## config.mk

```make
export PLATFORM = sky130hd
export DESIGN_NAME = uart_mem_scheduler
export DESIGN_NICKNAME = d
export VERILOG_FILES = /design/src/rtl/uart_mem_scheduler_pkg.sv /design/src/rtl/uart_mem_scheduler_rr_pick4.sv /design/src/rtl/uart_mem_scheduler.sv
export SDC_FILE = /design/constraint.sdc
export NUM_CORES = 1
export LEC_CHECK = 0
export ABC_AREA = 1
export CORE_MARGIN = 1.5
export CORE_UTILIZATION = 59
export DETAILED_ROUTE_END_ITERATION = 8
export DONT_BUFFER_PORTS = 1
export GPL_TIMING_DRIVEN = 0
export PLACE_DENSITY = 0.75
export SYNTH_ARGS = -nofsm -noshare
export SYNTH_HDL_FRONTEND = slang
export SYNTH_SLANG_ARGS = --single-unit
```

## constraint.sdc

```tcl
create_clock -name clk -period 2 [get_ports clk]
set_input_delay 0.2 -clock clk [delete_from_list [all_inputs] [get_ports clk]]
set_output_delay 0.2 -clock clk [all_outputs]
set_load 0.005 [all_outputs]
```

## src/rtl/uart_mem_scheduler_pkg.sv

```systemverilog
// uart_mem_scheduler_pkg: register offsets, scheduler state encoding and
// event-source IDs shared by the UART/data-memory write scheduler.
package uart_mem_scheduler_pkg;

    // UART register block offsets relative to each UART base address
    localparam logic [31:0] OFF_TX_DATA = 32'd0;
    localparam logic [31:0] OFF_RX_FLAG = 32'd4;
    localparam logic [31:0] OFF_RX_DATA = 32'd8;
    localparam logic [31:0] OFF_TX_DONE = 32'd12;

    // Scheduler states
    localparam logic [1:0] ST_IDLE    = 2'd0;
    localparam logic [1:0] ST_RX_DATA = 2'd1;
    localparam logic [1:0] ST_RX_FLAG = 2'd2;
    localparam logic [1:0] ST_TX_FLAG = 2'd3;

    // Event sources; also the bit positions in the request vector and the
    // round-robin order. Bit 0 of a source ID selects the UART channel.
    localparam logic [1:0] SRC_RX0 = 2'd0;
    localparam logic [1:0] SRC_RX1 = 2'd1;
    localparam logic [1:0] SRC_TX0 = 2'd2;
    localparam logic [1:0] SRC_TX1 = 2'd3;

endpackage

```

## src/rtl/uart_mem_scheduler_rr_pick4.sv

```systemverilog
// rr_pick4: combinational 4-request round-robin picker. Searches from the
// pointer position upward (wrapping) and returns the first asserted request
// as a one-hot grant plus its index.
module rr_pick4 (
    input  logic [3:0] req,
    input  logic [1:0] ptr,
    output logic [3:0] gnt,
    output logic [1:0] idx,
    output logic       any
);

    logic [1:0] cand;

    // Walk candidates from farthest to nearest so the nearest request wins
    always_comb begin
        gnt  = '0;
        idx  = ptr;
        any  = 1'b0;
        cand = ptr;
        for (int i = 3; i >= 0; i--) begin
            cand = ptr + 2'(i);
            if (req[cand]) begin
                gnt = 4'b0001 << cand;
                idx = cand;
                any = 1'b1;
            end
        end
    end

endmodule

```

## src/rtl/uart_mem_scheduler.sv

```systemverilog
// uart_mem_scheduler: shares the data-memory write port between the CPU and
// four UART event sources (rx0, rx1, tx0 done, tx1 done). Events are latched
// as pending requests and written back round-robin whenever the CPU leaves
// the bus free. Also gates CPU-initiated transmit starts.
// Optional: define UART_SCHED_OVERRUN_CNT_EN to add an 8-bit saturating
// overrun counter per rx channel, reported in bits [15:8] of the rx flag word.
module uart_mem_scheduler
    import uart_mem_scheduler_pkg::*;
#(
    parameter int                ADDR_W     = 32,
    parameter int                DATA_W     = 32,
    parameter logic [ADDR_W-1:0] UART0_BASE = ADDR_W'(32'h0000_0F00),
    parameter logic [ADDR_W-1:0] UART1_BASE = ADDR_W'(32'h0000_0F10)
) (
    input  logic              clk,
    input  logic              rst_n,
    input  logic              memReadCPU,
    input  logic              memWriteCPU,
    input  logic [ADDR_W-1:0] cpuAddress,
    input  logic              rxValid0,
    input  logic              rxValid1,
    input  logic [7:0]        rxData0,
    input  logic [7:0]        rxData1,
    input  logic              txBusy0,
    input  logic              txBusy1,
    output logic              txStart0,
    output logic              txStart1,
    output logic              memWriteOut,
    output logic [ADDR_W-1:0] memAddrOut,
    output logic [DATA_W-1:0] memDataOut,
    output logic              overrun0,
    output logic              overrun1
);

    localparam logic [ADDR_W-1:0] A_TX_DATA = ADDR_W'(OFF_TX_DATA);
    localparam logic [ADDR_W-1:0] A_RX_FLAG = ADDR_W'(OFF_RX_FLAG);
    localparam logic [ADDR_W-1:0] A_RX_DATA = ADDR_W'(OFF_RX_DATA);
    localparam logic [ADDR_W-1:0] A_TX_DONE = ADDR_W'(OFF_TX_DONE);

    logic              bus_free;
    logic [1:0]        state, cur_src, rr_ptr;
    logic              cur_ch;
    logic [1:0]        rx_vld, rx_pend, sh_vld, ovr_q, ovr_evt, rx_clr;
    logic [1:0]        tx_busy, tx_busy_q, tx_fall, tx_pend, tx_clr;
    logic [1:0][7:0]   rx_data, rx_buf, sh_buf;
    logic [3:0]        req, gnt;
    logic [1:0]        win;
    logic              win_any, wr_done, do_pick;
    logic [ADDR_W-1:0] cur_base;
    logic [DATA_W-1:0] flag_data;

    assign bus_free = !(memReadCPU | memWriteCPU);
    assign rx_vld   = {rxValid1, rxValid0};
    assign rx_data  = {rxData1, rxData0};
    assign tx_busy  = {txBusy1, txBusy0};
    assign tx_fall  = tx_busy_q & ~tx_busy;
    assign cur_ch   = cur_src[0];
    assign cur_base = cur_ch ? UART1_BASE : UART0_BASE;

    // A flag write retires the current source; it may hand straight over to
    // the next winner, but the retiring source is excluded from that pick.
    assign wr_done = bus_free & ((state == ST_RX_FLAG) | (state == ST_TX_FLAG));
    assign req     = {tx_pend, rx_pend} & ~(wr_done ? (4'b0001 << cur_src) : 4'b0000);
    assign do_pick = bus_free & win_any & ((state == ST_IDLE) | wr_done);
    assign rx_clr  = (wr_done && state == ST_RX_FLAG) ? (2'b01 << cur_ch) : 2'b00;
    assign tx_clr  = (wr_done && state == ST_TX_FLAG) ? (2'b01 << cur_ch) : 2'b00;
    assign ovr_evt = rx_vld & rx_pend & sh_vld;

    rr_pick4 u_pick (
        .req (req),
        .ptr (rr_ptr),
        .gnt (gnt),
        .idx (win),
        .any (win_any)
    );

    // Sequencer: pick a winner, then step through its data/flag writes
    always_ff @(posedge clk or negedge rst_n) begin
        if (!rst_n) begin
            state   <= ST_IDLE;
            cur_src <= SRC_RX0;
            rr_ptr  <= SRC_RX0;
        end else if (do_pick) begin
            cur_src <= win;
            rr_ptr  <= win + 2'd1;
            state   <= (|gnt[1:0]) ? ST_RX_DATA : ST_TX_FLAG;
        end else if (bus_free && state == ST_RX_DATA) begin
            state <= ST_RX_FLAG;
        end else if (wr_done) begin
            state <= ST_IDLE;
        end
    end

    // Rx pending/shadow/overrun control; a new byte always beats a clear
    always_ff @(posedge clk or negedge rst_n) begin
        if (!rst_n) begin
            rx_pend <= '0;
            sh_vld  <= '0;
            ovr_q   <= '0;
        end else begin
            for (int n = 0; n < 2; n++) begin
                if (rx_vld[n]) begin
                    if (!rx_pend[n])     rx_pend[n] <= 1'b1;
                    else if (rx_clr[n])  sh_vld[n]  <= 1'b0;
                    else                 sh_vld[n]  <= 1'b1;
                    if (ovr_evt[n])      ovr_q[n]   <= 1'b1;
                end else if (rx_clr[n]) begin
                    if (sh_vld[n]) sh_vld[n]  <= 1'b0;
                    else           rx_pend[n] <= 1'b0;
                end
            end
        end
    end

    // Rx byte buffers: rxBuf frozen while pending, newer bytes go to shadow
    always_ff @(posedge clk) begin
        for (int n = 0; n < 2; n++) begin
            if (rx_vld[n] && (!rx_pend[n] || rx_clr[n])) rx_buf[n] <= rx_data[n];
            else if (rx_clr[n] && sh_vld[n])             rx_buf[n] <= sh_buf[n];
            if (rx_vld[n] && rx_pend[n] && !rx_clr[n])   sh_buf[n] <= rx_data[n];
        end
    end

    // Tx-done capture on transmitter busy falling edge
    always_ff @(posedge clk or negedge rst_n) begin
        if (!rst_n) begin
            tx_busy_q <= '0;
            tx_pend   <= '0;
        end else begin
            tx_busy_q <= tx_busy;
            tx_pend   <= (tx_pend & ~tx_clr) | tx_fall;
        end
    end

`ifdef UART_SCHED_OVERRUN_CNT_EN
    logic [1:0][7:0] ovr_cnt;

    // Saturating overrun counters, cleared when reported in the flag word
    always_ff @(posedge clk or negedge rst_n) begin
        if (!rst_n) begin
            ovr_cnt <= '0;
        end else begin
            for (int n = 0; n < 2; n++) begin
                if (ovr_evt[n])
                    ovr_cnt[n] <= rx_clr[n] ? 8'd1 :
                                  (ovr_cnt[n] == 8'hFF) ? 8'hFF : ovr_cnt[n] + 8'd1;
                else if (rx_clr[n])
                    ovr_cnt[n] <= 8'd0;
            end
        end
    end

    assign flag_data = DATA_W'({16'h0000, ovr_cnt[cur_ch], 8'h01});
`else
    assign flag_data = DATA_W'(32'h1);
`endif

    // Memory write port: only driven while the CPU leaves the bus free
    always_comb begin
        memWriteOut = 1'b0;
        memAddrOut  = '0;
        memDataOut  = '0;
        if (bus_free) begin
            case (state)
                ST_RX_DATA: begin
                    memWriteOut = 1'b1;
                    memAddrOut  = cur_base + A_RX_DATA;
                    memDataOut  = DATA_W'(rx_buf[cur_ch]);
                end
                ST_RX_FLAG: begin
                    memWriteOut = 1'b1;
                    memAddrOut  = cur_base + A_RX_FLAG;
                    memDataOut  = flag_data;
                end
                ST_TX_FLAG: begin
                    memWriteOut = 1'b1;
                    memAddrOut  = cur_base + A_TX_DONE;
                    memDataOut  = DATA_W'(32'h1);
                end
                default: ;
            endcase
        end
    end

    assign txStart0 = rst_n & memWriteCPU & (cpuAddress == UART0_BASE + A_TX_DATA)
                      & ~txBusy0 & ~tx_pend[0];
    assign txStart1 = rst_n & memWriteCPU & (cpuAddress == UART1_BASE + A_TX_DATA)
                      & ~txBusy1 & ~tx_pend[1];
    assign overrun0 = ovr_q[0];
    assign overrun1 = ovr_q[1];

endmodule

```

==> results_dict.tcl, run 1 <==
set metrics [dict create \
    setup_viol 0 \
    r2r_setup_slack_ps 200 \
    firstDrtPassIters 4 \
    ir_drop_v 0.000734 \
    p_per_area_mw_per_mm2 1010 \
    critPathCaptureType "output pin" \
    num_rows 25 \
    cts_buffers 5 \
    synth_area_per_cell_um2 9.46 \
    tns_ps 0 \
    synth_seq_cells 48 \
    maxCapViolCount 0 \
    antenna_found_initial 0 \
    relSlewSlack 0.510 \
    area_delta_synth_final_pct 21.5 \
    routed_wl_um 5820 \
    grt_pass1_vias 1984 \
    start_kind "register" \
    grt_max_degree 17 \
    synthTopCellsByArea "edfxtp_1, dfrtp_1, buf_4" \
    hold_viol 0 \
    status "completed" \
    finalMaxSlewViolations 0 \
    wl_per_cell_um 12.9 \
    fin_crit_sh 0.922 \
    power_leakage_nw 1.65 \
    clk_pin_slew_worst_paths_ps 80 \
    grt_overflow 0 \
    fp.dieH_um 72.8 \
    drc 0 \
    worstPathArrival_ps 1640 \
    worstSetupPathType "register to output pin" \
    die_area_mm2 0.00530 \
    setup_slack_ps 157 \
    vias 2143 \
    ys_warn_count 0 \
    crit_chain "inv_2 > clkbuf_1 > nand2_1 > a21oi_1" \
    die_w_um 72.8 \
    yosysUniqueCellTypes 30 \
    place_hpwl_um 4340 \
    netlist_area_mm2 0.00288 \
    pre_cts_slack_ps -169 \
    layout_common_cells "buf_4, nand2_1, conb_1" \
    final_common_cell "buf_4" \
    clkLatencyLatePin_ps 290 \
    initial_utilization 0.609 \
    netlist.area_leader.share 0.334 \
    final_nets 447 \
    hold_class "primary input to register" \
    cts_tree "built" \
    drtIter0Drc 96 \
    coreArea_mm2 0.00472 \
    root_buffer "clkbuf_8" \
    ys_seq_area_frac 0.473 \
    track_usage 0.228 \
    ios 125 \
    cts_sinks 48 \
    synth_top_area_cell "edfxtp_1" \
    critPathRequiredTime_ps 1800 \
    vias_per_cell 4.75 \
    cp_slowest_stage_delay_ps 460 \
    worst_hold_slack_ps 12.6 \
    path_max_fanout 10 \
    dp_cells 419 \
    synthCells 304 \
    tightest_slew_ps 732 \
    fmax_mhz 542 \
    clockBufferDepth 2 \
    grt_pass1_wl_um 9170 \
    htree_levels 2 \
    layout.cells.non_filler 451 \
    rsz0062_at_grt "false" \
    drive_gt1_frac 0.273 \
    final_antenna_net_count 0 \
    antenna_cells 0 \
    period_needed_ps 1840 \
    io_buffers 0 \
    fin_worst_skew_ps 5.52 \
    place.gp.congestion 0.805 \
    cp_slowest_cell "dfrtp_1" \
]
==> layer usage <==
| metal | up-vias | global-route usage | routed length [um] | part of all wire |
|---|---|---|---|---|
| li1 | 1076 | - | - | - |
| met1 | 970 | 0.273 | 2200 | 0.38 |
| met2 | 88 | 0.393 | 3130 | 0.54 |
| met3 | 9 | 0.0746 | 415 | 0.071 |
| met4 | 0 | 0.0629 | 73 | 0.013 |
| met5 | - | 0 | 0 | 0 |
==> worst max-delay path, delay by kind of cell (launching register included) <==
family          cells  cell delay [ps]
compound gates      1              270
flops               1              460
simple gates        1              140
buf+inv             2              480
==> kinds of logic (layout without fill, tap and decap cells) <==
logic type               count (synthesis)  count (layout)  synth area share
flip-flops                              48              48             0.473
adder cells (fa/ha/maj)                  8               8            0.0348
AO/OA/AOI/OAI                           34              34            0.0683
AND/OR/NAND/NOR                        115             115             0.183
multiplexers                            16              16            0.0627
buffers and inverters                   82             114             0.176
other                                    1              49           0.00130
==> synth_stat cells, drive strengths merged <==
cell type	instances
or2	1
a21oi	13
nor3	4
o21bai	2
nand2	59
clkbuf	2
a31oi	1
dfrtp	16
conb	1
edfxtp	32
nor4	5
mux2	16
nand3	23
inv	27
o21a	1
nand3b	1
nand4	4
o21ai	16
ha	8
nor2	17
and2	1
buf	53
a21boi	1
==> worst paths after layout <==
check,startpoint,end,cells after the start
worst max-delay path,cur_src[0],memDataOut[6],4
worst max register to register,rr_ptr[0],cur_src[0],9
worst min register to register,sh_vld[1],rx_pend[1],2
worst min-delay path,rxValid0,rx_pend[0],2
max in group asynchronous,rst_n,rr_ptr[1],1
min in group asynchronous,rst_n,cur_src[0],1
==> stage by stage <==
step / util / cell area [um2] / power (mW)
finish: 0.739 / 3490 / 3.52
global route: 0.739 / 3490 / 3.82
CTS: 0.729 / 3440 / 3.43
detailed placement: 0.665 / 3140 / 2.71
global placement: 0.665 / 3140 / 2.66
floorplan: - / 3060 / 2.44
==> area by class of cell <==
| type | instances | area (um2) |
|---|---|---|
| Sequential cell | 48 | 1360 |
| Fill cell | 371 | 1230 |
| Multi-Input combinational cell | 222 | 1200 |
| Buffer | 55 | 405 |
| Timing Repair Buffer | 24 | 228 |
| Inverter | 27 | 101 |
| Tap cell | 67 | 83.8 |
| Clock buffer | 5 | 68.8 |
| Clock inverter | 3 | 42.5 |
==> report_power, final <==
part           internal [mW]  switching (mW)  leakage, nW
registers               1.20           0.105        0.469
clock network          0.370           0.311       0.0541
logic                  0.592           0.939         1.13
==> flip-flops by register name (all words and copies together) (netlist names) <==
| signal | cells |
|---|---|
| tx_busy_q | 2 |
| rr_ptr | 2 |
| state | 2 |
| rx_buf | 16 |
| tx_pend | 2 |
| ovr_q | 2 |
| rx_pend | 2 |
| sh_vld | 2 |
| cur_src | 2 |
| sh_buf | 16 |
==> what timing repair did <==
action,CTS,global route
hold endpoints to repair,36,0
endpoints found under the setup margin,19,22
resized for setup,4,4
buffers inserted,0,5
hold buffers,19,0
pin swaps,0,1
Note: power is estimated with default switching activity, not from simulation.
==> inputs of run 2 (changes only) <==
CORE_UTILIZATION = 60   (was 59)
PLACE_DENSITY = 0.76   (was 0.75)
==> run 2 against run 1 <==
- register-to-register slack got worse by 60 ps
- highest routed layer unchanged
- routed wire length down 2.4%
- first-iteration DRC count increased by 6.3%
- via count down 1.4%
- critical endpoint is now cur_src[0]
- utilization decreased by 0.27 points
- hold slack got worse by 3.3 ps
- fmax down 0.68%
- clock power is 21% lower
==> results_dict.tcl, run 2 (synthesized netlist as in run 1, its figures left out) <==
set metrics [dict create \
    status "completed" \
    place_hpwl_um 4350 \
    start_kind "register" \
    grt_pass1_wl_um 8640 \
    track_usage 0.217 \
    reg_top3 "rx_buf x16, sh_buf x16" \
    fillers 349 \
    swShare 0.395 \
    antenna_found_initial 1 \
    period_needed_ps 1860 \
    finalMaxSlewViolations 0 \
    num_rows 25 \
    drive_gt1_frac 0.264 \
    die_w_um 72.2 \
    critPathCaptureType "register" \
    clkLatencyLatePin_ps 290 \
    firstDrtPassIters 4 \
    die_area_mm2 0.00522 \
    crit_chain "inv_2 > ha_1 > inv_1 > nand2_2 > inv_1 > nor2_2 > a21oi_4 > nand3_1 > o21a_1" \
    critPathRequiredTime_ps 2180 \
    p_per_area_mw_per_mm2 971 \
    power_leakage_nw 1.63 \
    layout.cells.non_filler 437 \
    r2r_setup_slack_ps 140 \
    clk_pin_slew_worst_paths_ps 80 \
    tightest_slew_ps 761 \
    cts_sinks 48 \
    worstSetupPathType "register to register" \
    io_buffers 0 \
    cts_buffers 5 \
    ir_drop_v 0.000769 \
    cp_slowest_stage_delay_ps 430 \
    vias 2114 \
    clockBufferDepth 2 \
    layout_common_cells "buf_4, nand2_1, conb_1" \
    multi_input_area_mm2 0.00120 \
    grt_pass1_vias 1918 \
    place_area_mm2 0.00312 \
    fin_area_mm2 0.00343 \
    crit_path_frequent_cell "inv_1" \
    wl_per_cell_um 13.0 \
    vias_per_cell 4.84 \
    coreArea_mm2 0.00466 \
    final_common_cell "buf_4" \
    place.gp.congestion 0.856 \
    layout.area.seq_mm2 0.00136 \
    grt_overflow 0 \
    fin_worst_skew_ps 8.86 \
    area_delta_synth_final_pct 19.4 \
    internal_power_mw 2.02 \
    worstPathArrival_ps 2040 \
    cp_slowest_cell "dfrtp_2" \
    drtIter0Drc 102 \
    crit_buf_inv 3 \
    dp_cells 406 \
    ios 125 \
    pwr-share-comb 0.449 \
    grt_max_degree 17 \
    cts_tree "built" \
    path_max_fanout 10 \
    routed_wl_um 5680 \
    initial_utilization 0.617 \
    final_nets 445 \
    root_buffer "clkbuf_8" \
    drc 0 \
    final_antenna_net_count 0 \
    pre_cts_slack_ps -186 \
    path_delay_family "flip-flops" \
    setup_slack_ps 144 \
    relSlewSlack 0.491 \
    p_switching_mw 1.32 \
    fmax_mhz 539 \
    rsz0062_at_grt "false" \
    setup_viol 0 \
    hold_viol 0 \
    fp.dieH_um 72.2 \
    p_clk_frac 0.161 \
    seqPwrFrac 0.390 \
    hold_class "primary input to register" \
    maxCapViolCount 0 \
    fin_crit_sh 0.928 \
    htree_levels 2 \
]
## run 2: cell types whose count changed in the layout (fill, tap and decap cells not counted)
cell	before	now
bufinv_16	1	0
diode_2	0	1
clkbuf_1	2	4
clkinvlp_4	1	0
buf_4	58	56
## run 2: layout make-up
type                            count  area share
Timing Repair Buffer               22      0.0620
Antenna cell                        1    0.000729
Clock buffer                        7      0.0222
Sequential cell                    48       0.397
Inverter                           27      0.0295
Clock inverter                      1     0.00146
Tap cell                           54      0.0197
Buffer                             55       0.118
Multi-Input combinational cell    222       0.349
## run 2: timing repair
item,CTS,global route
setup endpoints to repair,20,12
resized for setup,5,3
buffers inserted,0,3
hold buffers,19,0
hold endpoints to repair,35,0
## run 2: metrics by stage
stage               TNS [ps]   util  total power [mW]  hold slack [ps]
floorplan                  0      -              2.44            -95.6
global placement       -1550  0.670              2.65            -95.0
detailed placement     -2620  0.670              2.70            -94.7
CTS                        0  0.730              3.27             8.56
global route               0  0.737              3.59             6.01
finish                     0  0.737              3.33             9.27
## run 2: power groups by stage
stage	registers (mW)	clock network (mW)	logic [mW]
6_report	1.30	0.537	1.50
5_1_grt	1.32	0.583	1.69
4_1_cts	1.33	0.549	1.39
3_5_place_dp	1.35	0	1.35
3_3_place_gp	1.34	0	1.31
2_1_floorplan	1.31	0	1.13
## run 2: per-layer routing
layer / track usage / part of all wire / up-vias
li1: - / - / 1074
met1: 0.251 / 0.40 / 967
met2: 0.382 / 0.52 / 67
met3: 0.0778 / 0.068 / 6
met4: 0.0566 / 0.012 / 0
met5: 0 / 0 / -
## run 2: path summary, 6_finish.rpt
kind	from	end	cells past startpoint
max	rr_ptr[0]	cur_src[0]	9
max in group asynchronous	rst_n	rr_ptr[0]	1
min	txBusy0	tx_pend[0]	1
max reg2reg	rr_ptr[0]	cur_src[0]	9
min reg2reg	sh_vld[0]	rx_pend[0]	2
min in group asynchronous	rst_n	tx_pend[1]	1
==> inputs of run 3 (changes only) <==
SETUP_SLACK_MARGIN = 0.1   (was default)
SKIP_LAST_GASP = 1   (was default)
==> run 3 against run 2 <==
- clock power is essentially flat
- highest routed layer unchanged
- routed wire length grew 2.7%
- critical path type unchanged
- combinational power grew 6%
- fmax grew 5.1%
- critical endpoint is now rr_ptr[0]
==> results_dict.tcl, run 3 (synthesized netlist as in run 1, its figures left out) <==
set metrics [dict create \
    status "completed" \
    clockBufferDepth 2 \
    area_delta_synth_final_pct 20.8 \
    initial_utilization 0.617 \
    start_kind "register" \
    critPathRequiredTime_ps 2160 \
    grt_overflow 0 \
    hold_viol 0 \
    path_max_fanout 10 \
    drive_gt1_frac 0.274 \
    final_nets 446 \
    ir_drop_v 0.000776 \
    wl_per_cell_um 13.3 \
    maxCapViolCount 0 \
    pre_cts_slack_ps -186 \
    seqPwrFrac 0.380 \
    power_leakage_nw 1.64 \
    num_rows 25 \
    grt_pass1_wl_um 8640 \
    swShare 0.402 \
    worstPathArrival_ps 1920 \
    p_per_area_mw_per_mm2 987 \
    cts_sinks 48 \
    vias 2148 \
    reg_top3 "rx_buf x16, sh_buf x16" \
    clk_pin_slew_worst_paths_ps 80 \
    internal_power_mw 2.05 \
    drtIter0Drc 93 \
    setup_slack_ps 235 \
    relSlewSlack 0.488 \
    cts_tree "built" \
    pwr-share-comb 0.464 \
    fmax_mhz 566 \
    die_w_um 72.2 \
    tns_ps 0 \
    setup_viol 0 \
    fp.dieH_um 72.2 \
    period_needed_ps 1770 \
    grt_pass1_vias 1919 \
    die_area_mm2 0.00522 \
    htree_levels 2 \
    fin_worst_skew_ps 9.50 \
    ios 125 \
    grt_max_degree 17 \
    routed_wl_um 5840 \
    rsz0062_at_grt "false" \
    tightest_slew_ps 765 \
    io_buffers 0 \
    p_switching_mw 1.38 \
    place.gp.congestion 0.856 \
    final_common_cell "buf_4" \
    vias_per_cell 4.90 \
    fillers 350 \
    antenna_found_initial 1 \
    clkLatencyLatePin_ps 290 \
    cts_buffers 5 \
    coreArea_mm2 0.00466 \
    p_clk_frac 0.157 \
    root_buffer "clkbuf_8" \
    firstDrtPassIters 4 \
    critPathCaptureType "register" \
    layout_common_cells "buf_4, nand2_1, conb_1" \
    worstSetupPathType "register to register" \
    place_hpwl_um 4350 \
    drc 0 \
    fin_crit_sh 0.883 \
    track_usage 0.217 \
    finalMaxSlewViolations 0 \
    hold_class "primary input to register" \
    final_antenna_net_count 0 \
]
## run 3: cell types whose count changed in the layout (fill, tap and decap cells not counted)
cell / previous run / this run
o21ai_2: 3 / 2
dfrtp_2: 2 / 3
ha_1: 8 / 7
ha_4: 0 / 1
nand3_2: 0 / 1
nand2_2: 7 / 6
nand3_1: 23 / 22
o21ai_4: 0 / 1
a21oi_2: 1 / 2
dfrtp_1: 14 / 13
nand2_4: 0 / 1
## run 3: final timing paths
path                                start    endpoint  slack, ps  cells after the start
worst max-delay path            rr_ptr[0]   rr_ptr[0]        230                     10
worst min-delay path              txBusy0  tx_pend[0]          7                      1
worst max register to register  rr_ptr[0]   rr_ptr[0]        230                     10
worst min register to register  sh_vld[0]  rx_pend[0]        500                      2
max in group asynchronous           rst_n   rr_ptr[0]       1040                      1
min in group asynchronous           rst_n  tx_pend[1]        420                      1
## run 3: metal layers
layer  global-route usage  up-vias  part of all wire  routed length [um]
li1                     -     1077                 -                   -
met1                0.251      997              0.40                2320
met2                0.382       68              0.52                3050
met3               0.0778        6             0.068                 397
met4               0.0566        0             0.012                  68
met5                    0        -                 0                   0
## run 3: layout make-up
type                    count  area, um2  area share
diodes                      1       2.50    0.000720
plain buffers              55        405       0.117
clock buffers               7       76.3      0.0220
clock inverters             1       5.00     0.00144
inverters                  27        101      0.0292
multi-input cells         223       1240       0.356
flip-flops and latches     48       1370       0.393
well taps                  54       67.6      0.0195
repair buffers             22        213      0.0612
## run 3: timing repair
action | 4_1_cts | 5_1_grt
buffers inserted | 1 | 2
hold buffers | 19 | 0
pin swaps | 0 | 1
cloned | 0 | 1
endpoints found under the setup margin | 22 | 29
gates resized for setup | 7 | 6
hold endpoints to repair | 35 | 0
## run 3: metrics by stage
| step | utilization | cell area, um2 | hold WS (ps) | std cells | power (mW) |
|---|---|---|---|---|---|
| 4_1_cts | 0.732 | 3410 | 8.56 | 434 | 3.29 |
| 3_3_place_gp | 0.670 | 3120 | -95.0 | 406 | 2.65 |
| 5_1_grt | 0.745 | 3470 | 6.01 | 438 | 3.68 |
| 2_1_floorplan | - | 3060 | -95.6 | 352 | 2.44 |
| 6_report | 0.745 | 3470 | 6.77 | 438 | 3.43 |
| 3_5_place_dp | 0.670 | 3120 | -94.7 | 406 | 2.70 |
## run 3: critical path, cell delays in order (launching register included)
cell and delay, ps:
dfrtp_2 410, inv_2 170, ha_4 250, inv_1 100
nand2_2 100, nand2_2 120, inv_2 40, o21ai_2 70
nand3_1 140, nand3_1 140, o21ai_0 100
## run 3: power by group through the flow
stage               Combinational, mW  Sequential (mW)  Clock [mW]
finish                           1.59             1.30       0.537
global route                     1.78             1.31       0.584
CTS                              1.44             1.31       0.549
detailed placement               1.35             1.35           0
global placement                 1.31             1.34           0
floorplan                        1.13             1.31           0
